==> src/rtl/i2s_rx_if.sv <==
// I2S receiver bus: serial inputs from the external codec plus the parallel sample outputs.
interface i2s_rx_if #(parameter int BIT_DEPTH = 8);
  logic                 bclk;
  logic                 lrclk;
  logic                 sdata;
  logic [BIT_DEPTH-1:0] audio_l;
  logic [BIT_DEPTH-1:0] audio_r;
  logic                 sample_valid;
  logic                 frame_err;

  modport master (
    output bclk, lrclk, sdata,
    input  audio_l, audio_r, sample_valid, frame_err
  );

  modport slave (
    input  bclk, lrclk, sdata,
    output audio_l, audio_r, sample_valid, frame_err
  );
endinterface

==> src/rtl/i2s_rx.sv <==
// Philips I2S receiver, oversampling bclk/lrclk/sdata in the clk domain.
// HUNT waits for an lrclk 1->0 change; LEFT/RIGHT shift in words and pair them.
module i2s_rx #(
  parameter int BIT_DEPTH = 8
) (
  input logic     clk,
  input logic     reset,
  i2s_rx_if.slave bus
);
  localparam int CW = $clog2(BIT_DEPTH + 1);

  typedef enum logic [1:0] {HUNT = 2'd0, LEFT = 2'd1, RIGHT = 2'd2} state_t;

  state_t               state_q;
  logic [1:0]           bclk_sync_q, lr_sync_q, sd_sync_q;
  logic                 bclk_prev_q, lr_prev_q, left_ok_q;
  logic [CW-1:0]        cnt_q, cnt_d;
  logic [BIT_DEPTH-1:0] shift_q, shift_d, hold_q, audio_l_q, audio_r_q;
  logic                 sample_valid_q, frame_err_q;
  logic                 strobe, lr_s, lr_chg, take_bit, word_done, short_word;

  assign strobe     = bclk_sync_q[1] & ~bclk_prev_q;
  assign lr_s       = lr_sync_q[1];
  assign lr_chg     = lr_s ^ lr_prev_q;
  assign take_bit   = (state_q != HUNT) && (cnt_q < CW'(BIT_DEPTH));
  assign shift_d    = {shift_q[BIT_DEPTH-2:0], sd_sync_q[1]};
  assign cnt_d      = cnt_q + CW'(1);
  // The strobe carrying an lrclk change also carries the LSB of the word just ending.
  assign word_done  = take_bit && (cnt_q == CW'(BIT_DEPTH - 1));
  assign short_word = (state_q != HUNT) && lr_chg && (cnt_q < CW'(BIT_DEPTH - 1));

  always_ff @(posedge clk or posedge reset) begin
    if (reset) begin
      bclk_sync_q <= '0;
      lr_sync_q   <= '0;
      sd_sync_q   <= '0;
      bclk_prev_q <= 1'b0;
    end else begin
      bclk_sync_q <= {bclk_sync_q[0], bus.bclk};
      lr_sync_q   <= {lr_sync_q[0], bus.lrclk};
      sd_sync_q   <= {sd_sync_q[0], bus.sdata};
      bclk_prev_q <= bclk_sync_q[1];
    end
  end

  always_ff @(posedge clk or posedge reset) begin
    if (reset) begin
      state_q        <= HUNT;
      lr_prev_q      <= 1'b0;
      left_ok_q      <= 1'b0;
      cnt_q          <= '0;
      shift_q        <= '0;
      hold_q         <= '0;
      audio_l_q      <= '0;
      audio_r_q      <= '0;
      sample_valid_q <= 1'b0;
      frame_err_q    <= 1'b0;
    end else begin
      sample_valid_q <= 1'b0;
      frame_err_q    <= 1'b0;
      if (strobe) begin
        lr_prev_q <= lr_s;
        if (take_bit) begin
          shift_q <= shift_d;
          cnt_q   <= cnt_d;
        end
        if (word_done) begin
          case (state_q)
            LEFT: begin
              hold_q    <= shift_d;
              left_ok_q <= 1'b1;
            end
            RIGHT: begin
              if (left_ok_q) begin
                audio_l_q      <= hold_q;
                audio_r_q      <= shift_d;
                sample_valid_q <= 1'b1;
                left_ok_q      <= 1'b0;
              end else begin
                frame_err_q <= 1'b1;
              end
            end
            default: ;
          endcase
        end
        if (short_word) begin
          frame_err_q <= 1'b1;
          left_ok_q   <= 1'b0;
        end
        if (lr_chg) begin
          if (state_q != HUNT) begin
            state_q <= lr_s ? RIGHT : LEFT;
            cnt_q   <= '0;
          end else if (!lr_s) begin
            state_q <= LEFT;
            cnt_q   <= '0;
          end
        end
      end
    end
  end

  assign bus.audio_l      = audio_l_q;
  assign bus.audio_r      = audio_r_q;
  assign bus.sample_valid = sample_valid_q;
  assign bus.frame_err    = frame_err_q;
endmodule

==> src/flat_wrapper.sv <==
// flat-port wrapper written by rule: the top's interface ports become plain ports
module i2s_rx_flat 
#(
  parameter int BIT_DEPTH = 8
)
  (clk, reset, bus_bclk, bus_lrclk, bus_sdata, bus_audio_l, bus_audio_r, bus_sample_valid, bus_frame_err);
  i2s_rx_if #(.BIT_DEPTH(BIT_DEPTH)) bus_i ();
  input logic clk;
  input logic reset;
  input wire logic [$bits(bus_i.bclk)-1:0] bus_bclk;
  input wire logic [$bits(bus_i.lrclk)-1:0] bus_lrclk;
  input wire logic [$bits(bus_i.sdata)-1:0] bus_sdata;
  output wire logic [$bits(bus_i.audio_l)-1:0] bus_audio_l;
  output wire logic [$bits(bus_i.audio_r)-1:0] bus_audio_r;
  output wire logic [$bits(bus_i.sample_valid)-1:0] bus_sample_valid;
  output wire logic [$bits(bus_i.frame_err)-1:0] bus_frame_err;
  assign bus_i.bclk = bus_bclk;
  assign bus_i.lrclk = bus_lrclk;
  assign bus_i.sdata = bus_sdata;
  assign bus_audio_l = bus_i.audio_l;
  assign bus_audio_r = bus_i.audio_r;
  assign bus_sample_valid = bus_i.sample_valid;
  assign bus_frame_err = bus_i.frame_err;
  i2s_rx #(.BIT_DEPTH(BIT_DEPTH)) u_core (.clk(clk), .reset(reset), .bus(bus_i));
endmodule
==> config.mk <==
export PLATFORM = sky130hd
export DESIGN_NAME = i2s_rx_flat
export DESIGN_NICKNAME = d
export VERILOG_FILES = /design/src/rtl/i2s_rx_if.sv /design/src/rtl/i2s_rx.sv /design/src/flat_wrapper.sv
export SDC_FILE = /design/constraint.sdc
export NUM_CORES = 1
export LEC_CHECK = 0
export ABC_AREA = 1
export CAP_MARGIN = 20
export CORE_ASPECT_RATIO = 0.6
export CORE_MARGIN = 8
export CORE_UTILIZATION = 35
export CTS_BUF_LIST = sky130_fd_sc_hd__clkbuf_8
export DETAILED_ROUTE_END_ITERATION = 10
export MAX_ROUTING_LAYER = met4
export PLACE_DENSITY = 0.62
export SLEW_MARGIN = 5
export SYNTH_ARGS = -nofsm -noshare
export SYNTH_HDL_FRONTEND = slang
export SYNTH_SLANG_ARGS = --single-unit
==> constraint.sdc <==
create_clock -name clk -period 1.9 [get_ports clk]
set_input_delay 0.285 -clock clk [delete_from_list [all_inputs] [get_ports clk]]
set_output_delay 0.285 -clock clk [all_outputs]
set_load 0.05 [all_outputs]
==> flow_results.xml <==
<?xml version="1.0" encoding="UTF-8"?>
<metrics>
  <group name="placed_design">
    <metric name="placement.io_buffers" unit="">22</metric>
    <metric name="dpl.hpwl" unit="um">2470</metric>
    <metric name="placed_cells_incl_taps" unit="">293</metric>
    <metric name="detailed_place.area" unit="um^2">2270</metric>
    <metric name="place_worst_setup_slack" unit="ns">0.348</metric>
    <metric name="gp_routability_congestion" unit="">0.802</metric>
  </group>
  <group name="finish">
    <metric name="layout.cells.most_common" unit="">nand2_1</metric>
    <metric name="layout_cells_sized_above_1" unit="">0.152</metric>
    <metric name="cell_area_after_layout" unit="um^2">2400</metric>
    <metric name="fin_nets" unit="">237</metric>
    <metric name="utilization" unit="">0.438</metric>
    <metric name="antenna_diodes" unit="">0</metric>
    <metric name="final_cell_count_no_fill" unit="">300</metric>
    <metric name="synthToLayoutAreaGrowth" unit="%">22.8</metric>
    <metric name="final_cell_mix" unit="">nand2_1 (58), dfrtp_1 (48), inv_1 (24)</metric>
  </group>
  <group name="synthesis">
    <metric name="synthCells" unit="">201</metric>
    <metric name="synthDominantAreaCellType" unit="">dfrtp_1</metric>
    <metric name="post_synth_main_area_contributors" unit="">dfrtp_1 (62%), nand2_1 (11%), inv_1 (4.8%)</metric>
    <metric name="synthesis.yosys.warnings" unit="">0</metric>
    <metric name="post_synth_instance_area" unit="um^2">1950</metric>
    <metric name="synth.net_count" unit="">207</metric>
    <metric name="ys_seq_elements" unit="">48</metric>
    <metric name="synth_largest_type_area_fraction" unit="">0.615</metric>
    <metric name="synth_sequential_area_ratio" unit="">0.615</metric>
    <metric name="synthDistinctLibCells" unit="">18</metric>
    <metric name="synth.avg_cell_area" unit="um^2">9.71</metric>
  </group>
  <group name="power_and_ir_drop">
    <metric name="leakage" unit="nW">1.16</metric>
    <metric name="p_per_area" unit="nW/um^2">1080</metric>
    <metric name="power.ir.vdd_worst" unit="mV">0.414</metric>
    <metric name="design_power_total" unit="mW">2.58</metric>
  </group>
  <group name="setup_path">
    <metric name="cp_num_cells" unit="">1</metric>
    <metric name="critical-path-max-stage-delay" unit="ns">0.81</metric>
    <metric name="r2r-end" unit="">u_core.bus.audio_r[3]</metric>
    <metric name="worst_setup_path_start_kind" unit="">flop</metric>
    <metric name="critical_path.slowest_cell" unit="">clkdlybuf4s50_1</metric>
    <metric name="path_class" unit="">flop to output pin</metric>
    <metric name="timing.critical_path.required" unit="ns">1.62</metric>
    <metric name="crit_end" unit="">bus_audio_r[0]</metric>
    <metric name="worstReg2RegStart" unit="">u_core.cnt_q[0]</metric>
    <metric name="timing.critical_path.to_type" unit="">output pin</metric>
    <metric name="worst-endpoint-arrival" unit="ns">1.49</metric>
    <metric name="worst-r2r-setup-slack" unit="ns">0.33</metric>
    <metric name="critical_path.cell_chain" unit="">clkdlybuf4s50_1</metric>
    <metric name="critPathLaunch" unit="">u_core.bus.audio_r[0]</metric>
    <metric name="family_of_cells_with_the_greatest_summed_delay_on_the_critical_path" unit="">buffers and inverters</metric>
    <metric name="rr_worst_depth" unit="">7</metric>
    <metric name="timing.critical_path.fanout_max" unit="">2</metric>
    <metric name="buffering_stage_count_on_the_worst_path_with_inverters_included" unit="">1</metric>
  </group>
  <group name="timing">
    <metric name="setup_tns" unit="ns">0</metric>
    <metric name="tightestPinTransition" unit="ns">0.503</metric>
    <metric name="rsz0062_at_grt" unit="">no</metric>
    <metric name="min_period" unit="ns">1.77</metric>
    <metric name="achievable-frequency" unit="MHz">565</metric>
    <metric name="finalHoldWorstSlack" unit="ns">0.336</metric>
    <metric name="layout_setup_ws" unit="ns">0.129</metric>
    <metric name="timing.max_slew.rel_slack" unit="">0.664</metric>
    <metric name="finalMaxSlewViolations" unit="">0</metric>
    <metric name="timing.final.setup_violations" unit="">0</metric>
    <metric name="final_hold_vio_count" unit="">0</metric>
    <metric name="timing.clock.skew" unit="ns">0.00595</metric>
    <metric name="final.period_utilization" unit="">0.932</metric>
  </group>
  <group name="floorplan">
    <metric name="initial_utilization" unit="">0.357</metric>
    <metric name="io-pin-count" unit="">23</metric>
    <metric name="total_die_area" unit="um^2">8300</metric>
    <metric name="die-width" unit="um">112</metric>
    <metric name="dieHeight" unit="um">73.8</metric>
    <metric name="core_area" unit="um^2">5470</metric>
    <metric name="placement_rows" unit="">21</metric>
  </group>
  <group name="cts">
    <metric name="numCtsBuffers" unit="">5</metric>
    <metric name="cts_sinks" unit="">48</metric>
    <metric name="post_cts_setup_buffers" unit="">0</metric>
    <metric name="insertion_delay" unit="ns">0.29</metric>
    <metric name="path_clk_slew" unit="ns">0.08</metric>
    <metric name="clk_path_buf_depth" unit="">2</metric>
    <metric name="post_cts.resized_instances" unit="">0</metric>
    <metric name="cts_tree" unit="">done</metric>
    <metric name="cts_max_level" unit="">2</metric>
    <metric name="root_buffer_selected_by_cts" unit="">clkbuf_8</metric>
    <metric name="cts_hold_buffers" unit="">0</metric>
  </group>
  <group name="global_routing">
    <metric name="antenna_found_initial" unit="">0</metric>
    <metric name="grt_remaining_overflow" unit="">0</metric>
    <metric name="via_count_of_the_first_global_routing_pass" unit="">1273</metric>
    <metric name="grt_usage" unit="">0.0903</metric>
    <metric name="grt_max_degree" unit="">49</metric>
    <metric name="grt_pass1_wl" unit="um">5770</metric>
  </group>
  <group name="detailed_routing">
    <metric name="drc" unit="">0</metric>
    <metric name="first_pass_iters" unit="">4</metric>
    <metric name="num_vias" unit="">1292</metric>
    <metric name="vias_cell" unit="">4.31</metric>
    <metric name="drt-wirelength-per-cell" unit="um">11.4</metric>
    <metric name="drtAntennaViolNets" unit="">0</metric>
    <metric name="detail_route.wirelength" unit="um">3420</metric>
    <metric name="initialDrtViolationCount" unit="">63</metric>
  </group>
  <group name="min_path">
    <metric name="min_path_type" unit="">input port to asynchronous set/reset pin</metric>
  </group>
  <group name="flow_run">
    <metric name="max_cap_viol_count" unit="">0</metric>
  </group>
  <group name="outcome">
    <metric name="outcome" unit="">finished, final reports clean</metric>
  </group>
</metrics>
==> worst min path at each step <==
stage                               start                     to  slack, ns
global route        u_core.bclk_sync_q[0]  u_core.bclk_sync_q[1]       0.37
floorplan                        bus_bclk  u_core.bclk_sync_q[0]       0.32
CTS                                 reset  u_core.bus.audio_r[1]       0.34
detailed placement    u_core.lr_sync_q[0]    u_core.lr_sync_q[1]       0.34
finish                              reset  u_core.bus.audio_r[1]       0.34
global placement      u_core.sd_sync_q[0]    u_core.sd_sync_q[1]       0.33
==> state kept, by name, summed over array words and instances (netlist names), 2 cells and up <==
name	flops
u_core.bclk_sync_q	2
u_core.bus.audio_l	8
u_core.bus.audio_r	8
u_core.cnt_q	4
u_core.hold_q	8
u_core.lr_sync_q	2
u_core.sd_sync_q	2
u_core.shift_q	7
u_core.state_q	2
==> cell usage after synthesis <==
library cell / number
nand3_4: 1
nand2_1: 58
nor2_4: 2
o21ai_2: 10
inv_1: 25
nand2_4: 1
o21ai_0: 18
nand3_1: 8
nor2_2: 2
inv_2: 3
nor2_1: 10
ha_1: 1
dfrtp_1: 48
nand2_2: 4
a21o_1: 1
buf_6: 3
a21oi_1: 5
nor3_1: 1
==> final cells by class <==
cell class | instances | area (um^2)
inverter | 28 | 105
timing repair buffer | 26 | 263
fill | 538 | 3070
sequential | 48 | 1200
clock inverter | 2 | 60.1
multi-input combinational | 122 | 612
tap | 69 | 86.3
clock buffer | 5 | 68.8
==> routing by layer <==
layer,GRT usage,wire [um],share of wire
met3,0.0320,135,0.039
met2,0.125,1380,0.40
met4,0.0267,26,0.0076
met5,-,0,0
met1,0.121,1880,0.55
==> power by group <==
group | total, mW | internal (mW) | leakage, nW | switching, mW
sequential | 1.29 | 1.17 | 0.637 | 0.119
clock | 0.837 | 0.518 | 0.0642 | 0.319
combinational | 0.448 | 0.155 | 0.459 | 0.293
total | 2.58 | 1.85 | 1.16 | 0.731
==> cells by family (layout without fill, tap and decap cells) <==
kind of cell | Yosys count | count (layout) | synth area share
and+or+nand+nor | 87 | 87 | 0.199
DFF | 48 | 48 | 0.615
AOI/OAI and AO/OA | 34 | 34 | 0.108
buffers and inverters | 31 | 61 | 0.0712
adders and majority gates | 1 | 1 | 0.00641
No activity file was read; power rests on OpenSTA's default activity.
